**src/rtl/matmul_result_serializer.sv**
```systemverilog
// rtl/matmul_result_serializer.sv - snapshots DIMxDIM MAC results and streams the active sub-matrix row-major
// Optional out_parity port enabled by defining MATMUL_SER_PARITY_EN.
module matmul_result_serializer #(
    parameter int DIM   = 3,
    parameter int ACC_W = 10
) (
    input  logic                     clk,
    input  logic                     clear_n,
    input  logic                     capture,
    input  logic [DIM*DIM*ACC_W-1:0] res_flat,
    input  logic [1:0]               rows,
    input  logic [1:0]               cols,
    output logic [ACC_W-1:0]         out_data,
    output logic                     out_valid,
    input  logic                     out_ready,
    output logic                     out_last,
    output logic [3:0]               out_idx,
    output logic                     busy,
    output logic                     done
`ifdef MATMUL_SER_PARITY_EN
    ,
    output logic                     out_parity
`endif
);

    typedef enum logic [1:0] {
        IDLE = 2'd0,
        SEND = 2'd1,
        DONE = 2'd2
    } state_t;

    state_t           state;
    state_t           state_nxt;
    logic [ACC_W-1:0] shadow [DIM*DIM];
    logic [1:0]       rows_q;
    logic [1:0]       cols_q;
    logic [1:0]       rows_cl;
    logic [1:0]       cols_cl;
    logic [1:0]       r;
    logic [1:0]       c;
    logic             cap_q;
    logic             take;
    logic             accept;
    logic             row_end;
    logic             at_last;
    logic [3:0]       idx;

    always_comb begin
        rows_cl = rows;
        cols_cl = cols;
        if (int'(rows) > DIM) rows_cl = 2'(DIM);
        if (int'(cols) > DIM) cols_cl = 2'(DIM);
    end

    // cap_q gives the snapshot one cycle to settle before the FSM leaves IDLE,
    // so the first beat (or the empty-snapshot done) appears one edge after capture.
    assign take    = capture && (state == IDLE) && !cap_q;
    assign idx     = 4'(int'(r) * DIM + int'(c));
    assign row_end = (c == cols_q - 2'd1);
    assign at_last = row_end && (r == rows_q - 2'd1);
    assign accept  = (state == SEND) && out_ready;

    always_ff @(posedge clk or negedge clear_n) begin
        if (!clear_n) begin
            state <= IDLE;
        end else begin
            state <= state_nxt;
        end
    end

    always_comb begin
        state_nxt = state;
        case (state)
            IDLE: begin
                if (cap_q) begin
                    state_nxt = ((rows_q == 2'd0) || (cols_q == 2'd0)) ? DONE : SEND;
                end
            end
            SEND: begin
                if (accept && at_last) state_nxt = DONE;
            end
            DONE:    state_nxt = IDLE;
            default: state_nxt = IDLE;
        endcase
    end

    always_ff @(posedge clk or negedge clear_n) begin
        if (!clear_n) begin
            cap_q  <= 1'b0;
            rows_q <= 2'd0;
            cols_q <= 2'd0;
            r      <= 2'd0;
            c      <= 2'd0;
            for (int i = 0; i < DIM * DIM; i++) begin
                shadow[i] <= '0;
            end
        end else begin
            cap_q <= take;
            if (take) begin
                for (int i = 0; i < DIM * DIM; i++) begin
                    shadow[i] <= res_flat[i*ACC_W +: ACC_W];
                end
                rows_q <= rows_cl;
                cols_q <= cols_cl;
                r      <= 2'd0;
                c      <= 2'd0;
            end else if (accept && !at_last) begin
                if (row_end) begin
                    c <= 2'd0;
                    r <= r + 2'd1;
                end else begin
                    c <= c + 2'd1;
                end
            end
        end
    end

    always_comb begin
        out_data  = '0;
        out_valid = 1'b0;
        out_last  = 1'b0;
        out_idx   = 4'd0;
        busy      = 1'b0;
        done      = 1'b0;
        case (state)
            SEND: begin
                out_valid = 1'b1;
                out_data  = shadow[idx];
                out_idx   = idx;
                out_last  = at_last;
                busy      = 1'b1;
            end
            DONE: begin
                busy = 1'b1;
                done = 1'b1;
            end
            default: begin
            end
        endcase
    end

`ifdef MATMUL_SER_PARITY_EN
    assign out_parity = ^out_data;
`endif

endmodule

```
**config.mk**
```make
export PLATFORM = sky130hd
export DESIGN_NAME = matmul_result_serializer
export DESIGN_NICKNAME = d
export VERILOG_FILES = /design/src/rtl/matmul_result_serializer.sv
export SDC_FILE = /design/constraint.sdc
export NUM_CORES = 1
export LEC_CHECK = 0
export CAP_MARGIN = 20
export CORE_ASPECT_RATIO = 0.7
export CORE_MARGIN = 4
export CORE_UTILIZATION = 45
export DETAILED_ROUTE_END_ITERATION = 6
export PLACE_DENSITY = 0.73
export SYNTH_ARGS = -nofsm -noshare
export SYNTH_HDL_FRONTEND = slang
export SYNTH_SLANG_ARGS = --single-unit
```
**constraint.sdc**
```tcl
create_clock -name clk -period 4.5 [get_ports clk]
set_input_delay 0.675 -clock clk [delete_from_list [all_inputs] [get_ports clk]]
set_output_delay 0.675 -clock clk [all_outputs]
set_load 0.05 [all_outputs]
```
Yosys cells after proc, flatten, opt, wreduce, memory -nomap -nowiden:

Index checks and enable logic that the tools add are counted.
Widths: inputs -> output; s select.

* $add $sub $neg: 5
* multipliers: 1
* magnitude comparators: 1
* eq/ne operators: 6
* mux-type cells: 19
* bitwise logic cells: 1
* reduce and logical (&&, ||, !) cells: 17

Operators by type and width (count)
* $bmux 10 s4: 1
* $mux 10: 3
* $mux 2: 9
* $logic_and 1x1->1: 6
* $logic_not 2->1: 3
* $ge 5x5->1 const B: 1
* $not 4->5: 1
* $add 2x1->2 const B: 2
* $add 4x2->4: 1
* $eq 2x2->1: 2
* $mul 2x2->4 const B: 1
* $mux 1: 4
* $mux 4: 1
* $pmux 2 s2: 1
* $reduce_and 2->1: 2
* $reduce_bool 2->1: 2
* $sub 2x1->2 const B: 2
* $eq 2x1->1 const B: 1
* $eq 2x2->1 const B: 1
* $logic_not 1->1: 2
* $ne 2x1->1 const B: 1
* $ne 2x2->1 const B: 1
* $reduce_or 2->1: 1
* $logic_or 1x1->1: 1

* register bits after elaboration: 101
* input bits: 98
* logic and storage cells: 65

Longest topological paths before layout:

* depth after elaboration: 7
* gate-level depth with buffers: 12
* gate-level depth less buffers: 10

Least setup slack after synthesis:

OpenSTA, ideal clock, no wires.

* path type: reg-to-output
* from: reg c[1]
* to: out out_data[0]
* arrival time: 3313 ps
* required time: 3825 ps
* setup slack: 512 ps
* cell stages (with the launch flop): 11
* path buffers: 1
* cell sequence: dfrtp_1 > inv_1 > fa_1 > inv_1 > ha_1 > inv_1 > fa_1 > nor2b_1 > nor4bb_1 > buf_2 > a22o_1

* cells in the longest elaborated chain, start to end: 6

Ends and longest elaborated chain
* start, declared: RTL line 40 `logic [1:0] c;`
* start signal, assigned: RTL line 112 `c <= c + 2'd1;`
* $add 4x2->4: RTL line 58 `assign idx = 4'(int'(r) * DIM + int'(c));`
* $not 4->5 (not written as such): RTL line 128 `out_data = shadow[idx];`
* $bmux 10 s4: RTL line 128
* $mux 10 (not written as such) (2 in series): RTL line 128
* $mux 10: RTL line 125 `case (state)`
* end, declared: RTL line 13 `output logic [ACC_W-1:0] out_data,`

Every way passes these cells. The select of a mux whose other input is x is not followed.

Worst setup path after layout:

* from: reg r[0]
* to: out out_data[1]

* cells in the longest elaborated chain, start to end: 7

Ends and longest elaborated chain
* start, declared: RTL line 39 `logic [1:0] r;`
* start signal, assigned: RTL line 110 `r <= r + 2'd1;`
* $mul 2x2->4: RTL line 58
* $add 4x2->4: RTL line 58
* $not 4->5 (not written as such): RTL line 128
* $bmux 10 s4: RTL line 128
* $mux 10 (not written as such) (2 in series): RTL line 128
* $mux 10: RTL line 125

Every way passes these cells. The select of a mux whose other input is x is not followed.

==> metrics.csv <==
metric,value,unit
grt_pass1_vias,4263,
status,"finished, final reports clean",
yosysWarnings,0,
crit_required,3.83,ns
cts_tree,yes,
drt-initial-drc-count,378,
crit_buf_inv,5,
cts_sinks,101,
grt_pass1_wl,22.1,mm
postCtsSetupBuffers,0,
insertion_delay,0.35,ns
port_buffers,115,
fill_cells,881,
post_cts_resized,0,
p_leak,3.20,nW
holdWs,0.432,ns
die_x,133,um
min_path_type,input pin to asynchronous set/reset pin,
tightest_slew,0.920,ns
cp-start-kind,flop,
syn_to_final_growth,34.2,%
slowest_stage,fa_2,
use_met3,6.33,%
die_h,95.4,um
multi_input_area,2210,um^2
gp_routability_congestion,0.847,
fin_skew,0.00539,ns
first_pass_iters,4,
fin_ws,0.193,ns
rsz0062_at_grt,no,
synth-seq-area-share,51.5,%
ys_seq_elements,101,
layout.nets,765,
critPathKind,flop to output port,
num_antenna_cells,0,
maxSlewHeadroom,38.7,%
initial_core_util,46.7,%
clkTransAtPathRegs,0.07,ns
synth_cell_types,36,
end_kind,output port,
io-pin-count,116,
ir_worst_vdd,0.298,mV
vias,4194,
min_period,4.31,ns
coreArea,10500,um^2
crit_arrival,3.63,ns
rows,31,
grt_overflow,0,
synthCells,559,
drcViolationCount,0,
numCtsBuffers,9,
netlist_area,4910,um^2
critPathMostFrequentCell,inv_1,
avgSynthCellArea,8.78,um^2
via_per_inst,5.18,
drive_above_1_share,8.31,%
crit_path_cell_trace,inv_1 > fa_1 > inv_1 > ha_1 > inv_1 > fa_2 > buf_12 > mux2_1 > o22ai_1 > a211oi_1 > a22o_1 > buf_12,
syn-num-nets,667,
critPathTopFamily,adder cells,
power_density,668,nW/um^2
synth_edf_count,0,
final_max_slew_viol_count,0,
antenna_found_initial,0,
finalSetupTns,0,ns
grt_max_degree,93,
layout_commonest_cell,nand2_1,
clockRootBuffer,clkbuf_16,
finalHoldViolCount,0,
cts_buffer_depth,2,
wl_per_cell,16.6,um
grt.busiest_layer,met1,
ctsHoldBuffers,0,
grt_usage,22.2,%
wl,13.5,mm
setup_violations,0,
cap_viol_max_count,0,
ff_latch_area,2530,um^2
max_freq,0.232,GHz
dieArea,12700,um^2
detail-route-antenna-nets,0,
htreeDepth,3,
path_max_fanout,49,
synth_flop_cell,dfrtp_1,
grt_use_met1,33.6,%
ys_async_sr_fraction,100,%
mostFrequentLayoutCells,"nand2_1, clkdlybuf4s50_1, dfrtp_1, a211oi_1, mux2_2",
max_stage_delay,0.55,ns
grt_use_met2,32.0,%
preCtsSetupSlack,0.593,ns
period_share,95.7,%
hpwl,9.95,mm
## path summary, 6_finish.rpt
kind | from | endpoint | slack, ns | cells past startpoint
worst max-delay path | r[0] | out_data[1] | 0.19 | 12
worst min register to register | shadow[72] | shadow[72] | 0.48 | 2
max in group asynchronous | clear_n | shadow[12] | 3.12 | 2
min in group clk | shadow[72] | shadow[72] | 0.48 | 2
worst max register to register | cols_q[0] | state[1] | 2.45 | 6
worst min-delay path | clear_n | c[1] | 0.43 | 1
## synthesized netlist by cell type, types with 3 or more instances
master / instances / area (um^2)
nor2b_1: 11 / 68.8
nand2_1: 279 / 1050
inv_1: 13 / 48.8
buf_2: 12 / 60.1
a211oi_1: 18 / 135
nor2_1: 4 / 15.0
mux2_2: 13 / 146
o22ai_1: 10 / 62.6
dfrtp_1: 101 / 2530
a22o_1: 10 / 87.6
a21oi_1: 4 / 20.0
mux2_1: 6 / 67.6
mux2i_1: 10 / 100
ha_1: 8 / 100
clkbuf_1: 17 / 63.8
o21ai_0: 7 / 35.0
buf_1: 5 / 18.8
and2_1: 3 / 18.8
xnor2_1: 5 / 43.8
## cell type report
cell class,count,area share (%)
sequential,101,38.4
tap,148,2.81
clock inverter,7,1.20
clock buffer,9,3.42
inverter,13,0.740
multi-input combinational,411,33.5
timing repair buffer,121,20.0
## report_power, final
part	internal (mW)	switching [mW]	total [mW]
sequential	1.34	0.288	1.63
clock	0.395	0.383	0.778
combinational	0.794	1.20	2.00
## per-stage QoR
step           util, %  power (mW)  cell area (um^2)  instances
3_3_place_gp      59.8        3.53              6290        794
3_5_place_dp      59.8        3.61              6290        794
5_1_grt           62.7        4.72              6590        810
2_1_floorplan        -        2.91              4910        559
4_1_cts           62.7        4.40              6590        810
6_report          62.7        4.40              6590        810
## flip-flops by register name (all words and copies together) (netlist names)
register  cells
c             2
state         2
shadow       90
rows_q        2
r             2
cols_q        2
cap_q         1
## kinds of logic after synthesis
kind of cell	count (synthesis)	share of synthesized area, %
simple gates	308	25.3
compound gates	55	7.95
flops	101	51.5
xor+xnor	7	1.25
mux	31	7.31
fa+ha+maj	10	2.85
buf+inv	47	3.90
## metal layers
layer,share of wire (%),up-vias
li1,-,2006
met1,49,2029
met2,43,148
met3,7.3,11
met4,0.88,0
met5,0,-
(Power assumes the default switching activity.)
